--- src/rtl/aes_pkg.sv ---
// aes_pkg: shared types and constants for the AES request scheduler.
// State codes are 3-bit; the watchdog limit defaults to its 8-bit maximum.
package aes_pkg;

    localparam int BLK_W        = 128;
    localparam int TIMEOUT_DFLT = 255;

    localparam logic [2:0] S_IDLE     = 3'd0;
    localparam logic [2:0] S_KEY_INIT = 3'd1;
    localparam logic [2:0] S_KEY_WAIT = 3'd2;
    localparam logic [2:0] S_ENG_INIT = 3'd3;
    localparam logic [2:0] S_ENG_LOW  = 3'd4;
    localparam logic [2:0] S_ENG_HIGH = 3'd5;
    localparam logic [2:0] S_RESP     = 3'd6;

    typedef enum logic [2:0] {
        IDLE     = S_IDLE,
        KEY_INIT = S_KEY_INIT,
        KEY_WAIT = S_KEY_WAIT,
        ENG_INIT = S_ENG_INIT,
        ENG_LOW  = S_ENG_LOW,
        ENG_HIGH = S_ENG_HIGH,
        RESP     = S_RESP
    } state_t;

    // States in which the watchdog runs.
    function automatic logic is_wait(state_t s);
        return (s == KEY_WAIT) || (s == ENG_LOW) || (s == ENG_HIGH);
    endfunction

endpackage

--- src/rtl/aes_core_ctrl_if.sv ---
// aes_core_ctrl_if: job request and result handshakes of the scheduler.
// master = job source / result sink, slave = the scheduler.
interface aes_core_ctrl_if;
    import aes_pkg::*;

    logic             req_valid;
    logic             req_ready;
    logic             req_encdec;
    logic [BLK_W-1:0] req_key;
    logic [BLK_W-1:0] req_block;
    logic             rsp_valid;
    logic             rsp_ready;
    logic [BLK_W-1:0] rsp_data;
    logic             rsp_error;

    modport master (
        output req_valid, req_encdec, req_key, req_block, rsp_ready,
        input  req_ready, rsp_valid, rsp_data, rsp_error
    );

    modport slave (
        input  req_valid, req_encdec, req_key, req_block, rsp_ready,
        output req_ready, rsp_valid, rsp_data, rsp_error
    );

endinterface

--- src/rtl/aes_key_cache.sv ---
// aes_key_cache: remembers the last expanded key and flags a repeat.
// Mode is not part of the tag; both directions share one schedule.
module aes_key_cache
    import aes_pkg::*;
(
    input  logic             clk,
    input  logic             reset,
    input  logic             clr,
    input  logic             load,
    input  logic [BLK_W-1:0] load_key,
    input  logic [BLK_W-1:0] cmp_key,
    output logic             hit
);

    logic             key_vld;
    logic [BLK_W-1:0] key_reg;

    always_ff @(posedge clk or negedge reset) begin
        if (!reset) begin
            key_vld <= 1'b0;
            key_reg <= '0;
        end else if (clr) begin
            key_vld <= 1'b0;
        end else if (load) begin
            key_vld <= 1'b1;
            key_reg <= load_key;
        end
    end

    assign hit = key_vld && (cmp_key == key_reg);

endmodule

--- src/rtl/aes_core_ctrl.sv ---
// aes_core_ctrl: one-job-at-a-time scheduler for the iterative AES engine.
// Skips key expansion on a key hit and aborts any stalled wait via watchdog.
module aes_core_ctrl
    import aes_pkg::*;
#(
    parameter int TIMEOUT = TIMEOUT_DFLT
) (
    input  logic                 clk,
    input  logic                 reset,
    aes_core_ctrl_if.slave       bus,
    output logic                 key_init,
    input  logic                 key_ready,
    output logic                 eng_init,
    output logic                 eng_encdec,
    output logic [BLK_W-1:0]     eng_key,
    output logic [BLK_W-1:0]     eng_block,
    input  logic [BLK_W-1:0]     eng_result,
    input  logic                 eng_ready,
    output logic                 busy,
    output logic [15:0]          blk_cnt
);

    localparam logic [7:0] WD_MAX = 8'(TIMEOUT);

    state_t           state;
    state_t           state_nxt;
    logic [7:0]       wd_cnt;
    logic             wd_hit;
    logic             accept;
    logic             done;
    logic             abort;
    logic             kc_clr;
    logic             kc_load;
    logic             kc_hit;
    logic             req_ready_q;
    logic             rsp_valid_q;
    logic             rsp_error_q;
    logic [BLK_W-1:0] rsp_data_q;

    aes_key_cache u_key_cache (
        .clk      (clk),
        .reset    (reset),
        .clr      (kc_clr),
        .load     (kc_load),
        .load_key (eng_key),
        .cmp_key  (bus.req_key),
        .hit      (kc_hit)
    );

    always_ff @(posedge clk or negedge reset) begin
        if (!reset) begin
            state <= IDLE;
        end else begin
            state <= state_nxt;
        end
    end

    always_comb begin
        state_nxt = state;
        accept    = 1'b0;
        done      = 1'b0;
        abort     = 1'b0;
        kc_clr    = 1'b0;
        kc_load   = 1'b0;
        wd_hit    = (wd_cnt == WD_MAX);
        unique case (state)
            IDLE: begin
                if (bus.req_valid && req_ready_q) begin
                    accept    = 1'b1;
                    state_nxt = kc_hit ? ENG_INIT : KEY_INIT;
                end
            end
            KEY_INIT: begin
                kc_clr    = 1'b1;
                state_nxt = KEY_WAIT;
            end
            KEY_WAIT: begin
                if (key_ready) begin
                    kc_load   = 1'b1;
                    state_nxt = ENG_INIT;
                end else if (wd_hit) begin
                    abort = 1'b1;
                end
            end
            ENG_INIT: begin
                state_nxt = ENG_LOW;
            end
            ENG_LOW: begin
                if (!eng_ready) begin
                    state_nxt = ENG_HIGH;
                end else if (wd_hit) begin
                    abort = 1'b1;
                end
            end
            ENG_HIGH: begin
                if (eng_ready) begin
                    done      = 1'b1;
                    state_nxt = RESP;
                end else if (wd_hit) begin
                    abort = 1'b1;
                end
            end
            RESP: begin
                if (rsp_valid_q && bus.rsp_ready) begin
                    state_nxt = IDLE;
                end
            end
            default: begin
                state_nxt = IDLE;
            end
        endcase
        // A timed-out job cannot trust the key generator state either.
        if (abort) begin
            state_nxt = RESP;
            kc_clr    = 1'b1;
        end
    end

    always_ff @(posedge clk or negedge reset) begin
        if (!reset) begin
            wd_cnt <= '0;
        end else if ((state_nxt != state) && is_wait(state_nxt)) begin
            wd_cnt <= '0;
        end else if (is_wait(state)) begin
            wd_cnt <= wd_cnt + 8'd1;
        end
    end

    always_ff @(posedge clk or negedge reset) begin
        if (!reset) begin
            req_ready_q <= 1'b0;
            rsp_valid_q <= 1'b0;
            key_init    <= 1'b0;
            eng_init    <= 1'b0;
        end else begin
            req_ready_q <= (state_nxt == IDLE);
            rsp_valid_q <= (state_nxt == RESP);
            key_init    <= (state_nxt == KEY_INIT);
            eng_init    <= (state_nxt == ENG_INIT);
        end
    end

    always_ff @(posedge clk or negedge reset) begin
        if (!reset) begin
            eng_encdec <= 1'b0;
            eng_key    <= '0;
            eng_block  <= '0;
        end else if (accept) begin
            eng_encdec <= bus.req_encdec;
            eng_key    <= bus.req_key;
            eng_block  <= bus.req_block;
        end
    end

    always_ff @(posedge clk or negedge reset) begin
        if (!reset) begin
            rsp_data_q  <= '0;
            rsp_error_q <= 1'b0;
            blk_cnt     <= '0;
        end else if (done) begin
            rsp_data_q  <= eng_result;
            rsp_error_q <= 1'b0;
            blk_cnt     <= blk_cnt + 16'd1;
        end else if (abort) begin
            rsp_data_q  <= '0;
            rsp_error_q <= 1'b1;
        end
    end

    assign bus.req_ready = req_ready_q;
    assign bus.rsp_valid = rsp_valid_q;
    assign bus.rsp_data  = rsp_data_q;
    assign bus.rsp_error = rsp_error_q;
    assign busy          = (state != IDLE);

endmodule

--- src/flat_wrapper.sv ---
// flat-port wrapper written by rule: the top's interface ports become plain ports
module aes_core_ctrl_flat import aes_pkg::*;
#(
    parameter int TIMEOUT = TIMEOUT_DFLT
)
  (clk, reset, key_init, key_ready, eng_init, eng_encdec, eng_key, eng_block, eng_result, eng_ready, busy, blk_cnt, bus_req_valid, bus_req_encdec, bus_req_key, bus_req_block, bus_rsp_ready, bus_req_ready, bus_rsp_valid, bus_rsp_data, bus_rsp_error);
  aes_core_ctrl_if bus_i ();
  input  logic clk;
  input  logic reset;
  output logic key_init;
  input  logic key_ready;
  output logic eng_init;
  output logic eng_encdec;
  output logic [BLK_W-1:0] eng_key;
  output logic [BLK_W-1:0] eng_block;
  input  logic [BLK_W-1:0] eng_result;
  input  logic eng_ready;
  output logic busy;
  output logic [15:0] blk_cnt;
  input wire logic [$bits(bus_i.req_valid)-1:0] bus_req_valid;
  input wire logic [$bits(bus_i.req_encdec)-1:0] bus_req_encdec;
  input wire logic [$bits(bus_i.req_key)-1:0] bus_req_key;
  input wire logic [$bits(bus_i.req_block)-1:0] bus_req_block;
  input wire logic [$bits(bus_i.rsp_ready)-1:0] bus_rsp_ready;
  output wire logic [$bits(bus_i.req_ready)-1:0] bus_req_ready;
  output wire logic [$bits(bus_i.rsp_valid)-1:0] bus_rsp_valid;
  output wire logic [$bits(bus_i.rsp_data)-1:0] bus_rsp_data;
  output wire logic [$bits(bus_i.rsp_error)-1:0] bus_rsp_error;
  assign bus_i.req_valid = bus_req_valid;
  assign bus_i.req_encdec = bus_req_encdec;
  assign bus_i.req_key = bus_req_key;
  assign bus_i.req_block = bus_req_block;
  assign bus_i.rsp_ready = bus_rsp_ready;
  assign bus_req_ready = bus_i.req_ready;
  assign bus_rsp_valid = bus_i.rsp_valid;
  assign bus_rsp_data = bus_i.rsp_data;
  assign bus_rsp_error = bus_i.rsp_error;
  aes_core_ctrl #(.TIMEOUT(TIMEOUT)) u_core (.clk(clk), .reset(reset), .bus(bus_i), .key_init(key_init), .key_ready(key_ready), .eng_init(eng_init), .eng_encdec(eng_encdec), .eng_key(eng_key), .eng_block(eng_block), .eng_result(eng_result), .eng_ready(eng_ready), .busy(busy), .blk_cnt(blk_cnt));
endmodule
--- config.mk ---
export PLATFORM = sky130hd
export DESIGN_NAME = aes_core_ctrl_flat
export DESIGN_NICKNAME = d
export VERILOG_FILES = /design/src/rtl/aes_pkg.sv /design/src/rtl/aes_core_ctrl_if.sv /design/src/rtl/aes_key_cache.sv /design/src/rtl/aes_core_ctrl.sv /design/src/flat_wrapper.sv
export SDC_FILE = /design/constraint.sdc
export NUM_CORES = 1
export LEC_CHECK = 0
export ABC_CLOCK_PERIOD_IN_PS = 2400
export BUFFER_PORTS_ARGS = -buffer_cell sky130_fd_sc_hd__buf_2
export CORE_AREA = 2 2 311 313
export CTS_CLUSTER_DIAMETER = 40
export DETAILED_ROUTE_END_ITERATION = 8
export DIE_AREA = 0 0 313 315
export PLACE_DENSITY = 0.44
export SETUP_SLACK_MARGIN = 0.3
export SYNTH_ARGS = -nofsm -noshare
export SYNTH_HDL_FRONTEND = slang
export SYNTH_SLANG_ARGS = --single-unit
--- constraint.sdc ---
create_clock -name clk -period 2.4 [get_ports clk]
set_clock_uncertainty 0.1 [all_clocks]
set_input_delay 0.12 -clock clk [delete_from_list [all_inputs] [get_ports clk]]
set_output_delay 0.12 -clock clk [all_outputs]
set_load 0.005 [all_outputs]
==> impl_metrics.yaml, run 1 <==
global_routing:
  gr-total-overflow: 0
  grt_max_degree: 105
  antenna_found_initial: 11
  grt_pass1_vias: 19600
  grt_pass1_wl_um: 120000
  grtUsageTotal: 0.159
die:
  io_pins: 798
  die_h_um: 315
  core_area_um2: 95700
  placement_rows: 114
  die_x_um: 313
  start_util: 0.232
  die_area_um2: 98600
sta:
  drv_slew: 0
  max_slew.worst_pin.slew_ns: 0.517
  rsz0062_at_grt: "true"
  finalSetupViolations: 0
  fin_hold_ws_ns: 0.109
  fin_ws_ns: 0.0631
  max_freq_mhz: 428
  post-route-period-util: 0.974
  layout_min_cycle_time_ns: 2.34
  hold_viol: 0
  slew-limit-headroom: 0.655
logic_synthesis:
  yosysTopAreaCell: "dfrtp_1"
  syn_nets: 2096
  ys_top_cells_by_count: "dfrtp_1, mux2_2, nand2_1, o21ai_0, xor2_1"
  synthMuxAreaShare: 0.194
  synth_compound_area_frac: 0.0371
  synth_fa_ha_area_frac: 0.00113
  ys_seq_area_frac: 0.616
  synth_top_area_frac: 0.616
  synth-seq-cells: 546
  yosysMostFrequentCell: "dfrtp_1"
  synthTopCellsByArea: "dfrtp_1, mux2_2, nand2_1"
  synth_xor_xnor_area_share: 0.0576
  syn_area_per_cell_um2: 13.0
  ys.flop_type: "dfrtp_1"
  synth_edf_count: 0
  netlist_instances: 1703
  synth_simple_gate_area_frac: 0.0736
  ys_async_sr_fraction: 1.00
  synth_top_family_by_area: "multiplexers"
  syn-cell-area_um2: 22200
  yosysWarningCount: 0
  yosysUniqueCellTypes: 43
layout:
  final_nets: 3372
  layout-drive-gt1-share: 0.472
  area_growth_pct: 62.6
  nFillCells: 9370
power:
  power_switching_uw: 14000
  p_int_uw: 31400
  p_seq_frac: 0.363
  fin_total_pwr_uw: 45400
  p_clk_frac: 0.339
  peakVddDrop_uv: 735
  pwr-share-comb: 0.299
  power.density_nw_per_um2: 1260
  swShare: 0.309
  power.leakage_uw: 0.0170
drt:
  vias: 18200
  avgRoutedWirePerCell_um: 18.6
  drt_iter0_drc: 784
  drt_first_pass_iters: 5
  vias_per_cell: 4.20
  ant_nets: 0
  wl_um: 80900
  drc: 0
flow_run:
  cap_violations: 0
clock_tree:
  cts_root_buffer: "clkbuf_16"
  clk_pin_slew_worst_paths_ns: 0.05
  clock_latency_ns: 0.67
  clock_sinks: 546
  cts_inserted_buffers: 103
  cts_tree: "done"
  clock_path_buffers: 3
  htree_levels: 3
worst_setup_path:
  crit_fanout: 3
  startpoint_type: "flip-flop"
  rrSetupSlack_ns: 0.06
  endpoint_kind: "flip-flop"
  r2r-start: "u_core.u_key_cache.key_reg[75]$_DFFE_PN0P_"
  cp.required_ns: 2.89
  crit_arrival_ns: 2.83
  crit_path_start: "u_core.u_key_cache.key_reg[75]$_DFFE_PN0P_"
  crit_type: "reg -> reg"
place:
  hpwl_um: 59100
  io_buffers: 797
  place_ws_ns: -0.302
  place_congestion: 0.851
worst_hold_path:
  min_from: "eng_result[6]"
  min_path_type: "in -> reg"
status:
  status: "complete, no violations"
worst max-delay path, stage by stage (launching register included):
cell and delay (ns):
dfrtp_1 0.38, xor2_1 0.16, nor4_1 0.30, buf_4 0.17
nand4_1 0.15, nor4_4 0.38, buf_4 0.18, nand4_1 0.19
a31oi_1 0.25
layout make-up:
cell class | count | area, um2 | share of cell area
Sequential cell | 546 | 13700 | 0.378
Timing Repair Buffer | 1261 | 8910 | 0.247
Multi-Input combinational cell | 1058 | 8160 | 0.226
Clock buffer | 132 | 2840 | 0.0786
Tap cell | 1276 | 1600 | 0.0442
Clock inverter | 60 | 888 | 0.0246
Inverter | 9 | 33.8 | 0.000936
Antenna cell | 3 | 7.51 | 0.000208
power by group through the flow:
stage	logic (uW)	clock network, uW	registers [uW]
floorplan	6070	0	16400
global placement	12900	0	16400
detailed placement	13100	0	16600
CTS	13800	15800	16500
global route	14800	16200	17100
finish	13600	15400	16500
metrics by stage:
stage	util	std cells	setup TNS, ns	area (um2)
2_1_floorplan	-	1703	0	22200
3_3_place_gp	0.294	3748	-0.772	28200
3_5_place_dp	0.294	3748	-1.30	28200
4_1_cts	0.377	4339	-0.0373	36000
5_1_grt	0.377	4344	-0.123	36100
6_report	0.377	4345	0	36100
path summary, 6_finish.rpt:
check / end / cells after the start
min reg2reg: u_core.blk_cnt[15]$_DFFE_PN0P_ / 1
max in group asynchronous: u_core.bus.rsp_data[63]$_DFFE_PN0P_ / 3
max: u_core.bus.rsp_valid$_DFF_PN0_ / 8
min in group asynchronous: u_core.u_key_cache.key_reg[20]$_DFFE_PN0P_ / 3
min: u_core.bus.rsp_data[6]$_DFFE_PN0P_ / 4
max reg2reg: u_core.bus.rsp_valid$_DFF_PN0_ / 8
cells in the final DEF (no fill, tap or decap), types with 3 or more instances in the layout:
cell and count:
inv_6 4, dlygate4sd3_1 391, a31oi_1 4, clkinv_8 3
nor4_2 4, o21ai_0 133, clkbuf_8 13, clkbuf_16 105
nor4_1 23, nor2b_1 3, clkbuf_1 15, buf_16 5
diode_2 3, bufinv_16 19, clkinvlp_4 12, xor2_1 109
clkinv_2 16, xnor2_1 36, buf_2 796, a21oi_1 3
inv_1 9, nor2_1 20, nand2_1 276, nand3_1 10
buf_12 22, nand4_1 19, o22ai_1 3, buf_4 41
mux2_2 382, clkinv_4 5, dfrtp_1 546
cells by family (layout without fill, tap and decap cells):
family | after synthesis | after routing
xor+xnor | 146 | 146
compound gates | 153 | 153
simple gates | 375 | 375
mux | 382 | 382
buf+inv | 99 | 1462
fa+ha+maj | 2 | 2
flops | 546 | 546
other cells | 0 | 3
layer usage:
metal	wire length, um	vias up	global-route usage
li1	-	8452	-
met1	31100	8948	0.178
met2	40100	656	0.273
met3	6640	165	0.0558
met4	2970	14	0.0689
met5	102	-	0
what timing repair did:
item                                   in CTS  in global routing
hold buffers                              392                  0
setup buffers                               5                  3
pin swaps                                   9                 12
gates cloned                                2                  0
endpoints found under the hold margin     938                  0
gates resized for setup                    12                  5
setup endpoints to repair                 422                448
(Power assumes the default switching activity.)
==> run 2: changes to the inputs <==
CAP_MARGIN = 10   (was unset)
MAX_ROUTING_LAYER = met4   (was unset)
==> run 2 against run 1 <==
- worst hold slack about the same
- final area about the same
- critical path type unchanged
- sequential cell count unchanged
==> impl_metrics.yaml, run 2 (synthesized netlist as in run 1, its figures left out) <==
worst_setup_path:
  crit_slowest_cell: "dfrtp_1"
  rrSetupSlack_ns: 0.05
  cp-endpoint: "u_core.bus.rsp_valid$_DFF_PN0_"
  r2r-start: "u_core.u_key_cache.key_reg[75]$_DFFE_PN0P_"
  path_cells: "xor2_1 > nor4_1 > buf_4 > nand4_1 > nor4_4 > buf_4 > nand4_1 > a31oi_1"
  crit_fanout: 3
  cp.required_ns: 2.89
  crit_arrival_ns: 2.83
  reg2reg_depth: 8
  crit_buf_inv: 2
  r2r-end: "u_core.bus.rsp_valid$_DFF_PN0_"
  crit_type: "reg -> reg"
  crit_path_start: "u_core.u_key_cache.key_reg[75]$_DFFE_PN0P_"
  cp.depth: 8
  cpPeakStageDelay_ns: 0.38
  startpoint_type: "flip-flop"
  cpLargestDelayFamily: "simple AND/OR/NAND/NOR gates"
  endpoint_kind: "flip-flop"
die:
  die_area_um2: 98600
  placement_rows: 114
  core_area_um2: 95700
  die_x_um: 313
  io_pins: 798
  start_util: 0.232
  die_h_um: 315
layout:
  final_nets: 3372
  final_common_cell: "buf_2"
  area_growth_pct: 62.8
  fin_util: 0.377
  multi_input_area_um2: 8160
  layout_common_cells: "buf_2, dfrtp_1, dlygate4sd3_1"
  nFillCells: 9365
  fin_area_um2: 36100
  layout-drive-gt1-share: 0.472
  regArea_um2: 13700
power:
  pwr-share-comb: 0.298
  p_int_uw: 31400
  power.density_nw_per_um2: 1260
  swShare: 0.309
  p_clk_frac: 0.339
  power.leakage_uw: 0.0170
  peakVddDrop_uv: 735
  p_seq_frac: 0.363
  power_switching_uw: 14000
drt:
  drt_iter0_drc: 789
  drt_first_pass_iters: 5
  ant_nets: 0
  avgRoutedWirePerCell_um: 18.6
  drc: 0
  vias: 18200
  vias_per_cell: 4.18
  wl_um: 80900
place:
  hpwl_um: 59100
  dpl-instance-area_um2: 28200
  place_congestion: 0.864
  io_buffers: 797
flow_run:
  cap_violations: 0
sta:
  layout_min_cycle_time_ns: 2.35
  max_slew.worst_pin.slew_ns: 0.514
  drv_slew: 0
  finalSetupViolations: 0
  rsz0062_at_grt: "true"
  slew-limit-headroom: 0.656
  fin_hold_ws_ns: 0.109
  post-route-period-util: 0.977
  max_freq_mhz: 426
  hold_viol: 0
  fin_tns_setup_ns: 0
clock_tree:
  cts_tree: "done"
  clock_sinks: 546
  clk_pin_slew_worst_paths_ns: 0.05
  cts_root_buffer: "clkbuf_16"
  cts_inserted_buffers: 103
  clock_path_buffers: 3
  htree_levels: 3
  clock_latency_ns: 0.67
global_routing:
  grtUsageTotal: 0.164
  antenna_found_initial: 14
  grt_max_degree: 105
  grt_pass1_vias: 19700
  gr-total-overflow: 0
  grt_pass1_wl_um: 120000
status:
  status: "complete, no violations"
worst_hold_path:
  min_path_type: "in -> reg"
## run 2: power groups by stage
stage,combinational (uW),sequential [uW],clock [uW]
2_1_floorplan,6070,16400,0
3_3_place_gp,12900,16400,0
3_5_place_dp,13100,16600,0
4_1_cts,13800,16500,15800
5_1_grt,14800,17100,16200
6_report,13500,16500,15400
## run 2: tightest hold or removal path, cell delays in order
cell and delay (ns):
dlygate4sd3_1 0.52, buf_2 0.10, nand2_1 0.04, o21ai_0 0.06
## run 2: final cells by class
| type | count | area share |
|---|---|---|
| flip-flops and latches | 546 | 0.378 |
| repair buffers | 1261 | 0.247 |
| multi-input cells | 1058 | 0.226 |
| clock buffers | 132 | 0.0786 |
| well taps | 1276 | 0.0442 |
| clock inverters | 60 | 0.0246 |
| inverters | 9 | 0.000935 |
| diodes | 13 | 0.000901 |
## run 2: worst min path at each step
stage	startpoint	end	slack (ns)	cells after the start
global route	eng_result[18]	u_core.bus.rsp_data[18]$_DFFE_PN0P_	0.08	4
floorplan	reset	u_core.blk_cnt[0]$_DFFE_PN0P_	-0.28	0
global placement	reset	u_core.eng_key[52]$_DFFE_PN0P_	0.06	1
detailed placement	reset	u_core.eng_key[52]$_DFFE_PN0P_	0.07	1
finish	eng_result[6]	u_core.bus.rsp_data[6]$_DFFE_PN0P_	0.11	4
CTS	eng_result[121]	u_core.bus.rsp_data[121]$_DFFE_PN0P_	0.03	4
## run 2: metrics by stage
stage | total power [uW] | setup slack (ns) | instances
2_1_floorplan | 22400 | 0.432 | 1703
3_3_place_gp | 29300 | -0.171 | 3748
3_5_place_dp | 29600 | -0.302 | 3748
4_1_cts | 46000 | -0.0367 | 4339
5_1_grt | 48100 | -0.0635 | 4355
6_report | 45400 | 0.0541 | 4355
## run 2: layer usage
metal / share of wire / wire (um) / global-route usage / vias to the layer above
met5: 0 / 0 / - / -
met4: 0.036 / 2930 / 0.0693 / 0
met3: 0.081 / 6580 / 0.0564 / 154
met2: 0.50 / 40100 / 0.272 / 641
met1: 0.39 / 31200 / 0.177 / 8939
li1: - / - / - / 8465
## run 2: what timing repair did
action | CTS | global route
cloned | 2 | 0
endpoints found under the hold margin | 938 | 0
pin swaps | 9 | 12
resized for setup | 12 | 5
setup buffers | 5 | 3
hold buffers | 392 | 0
endpoints found under the setup margin | 422 | 448
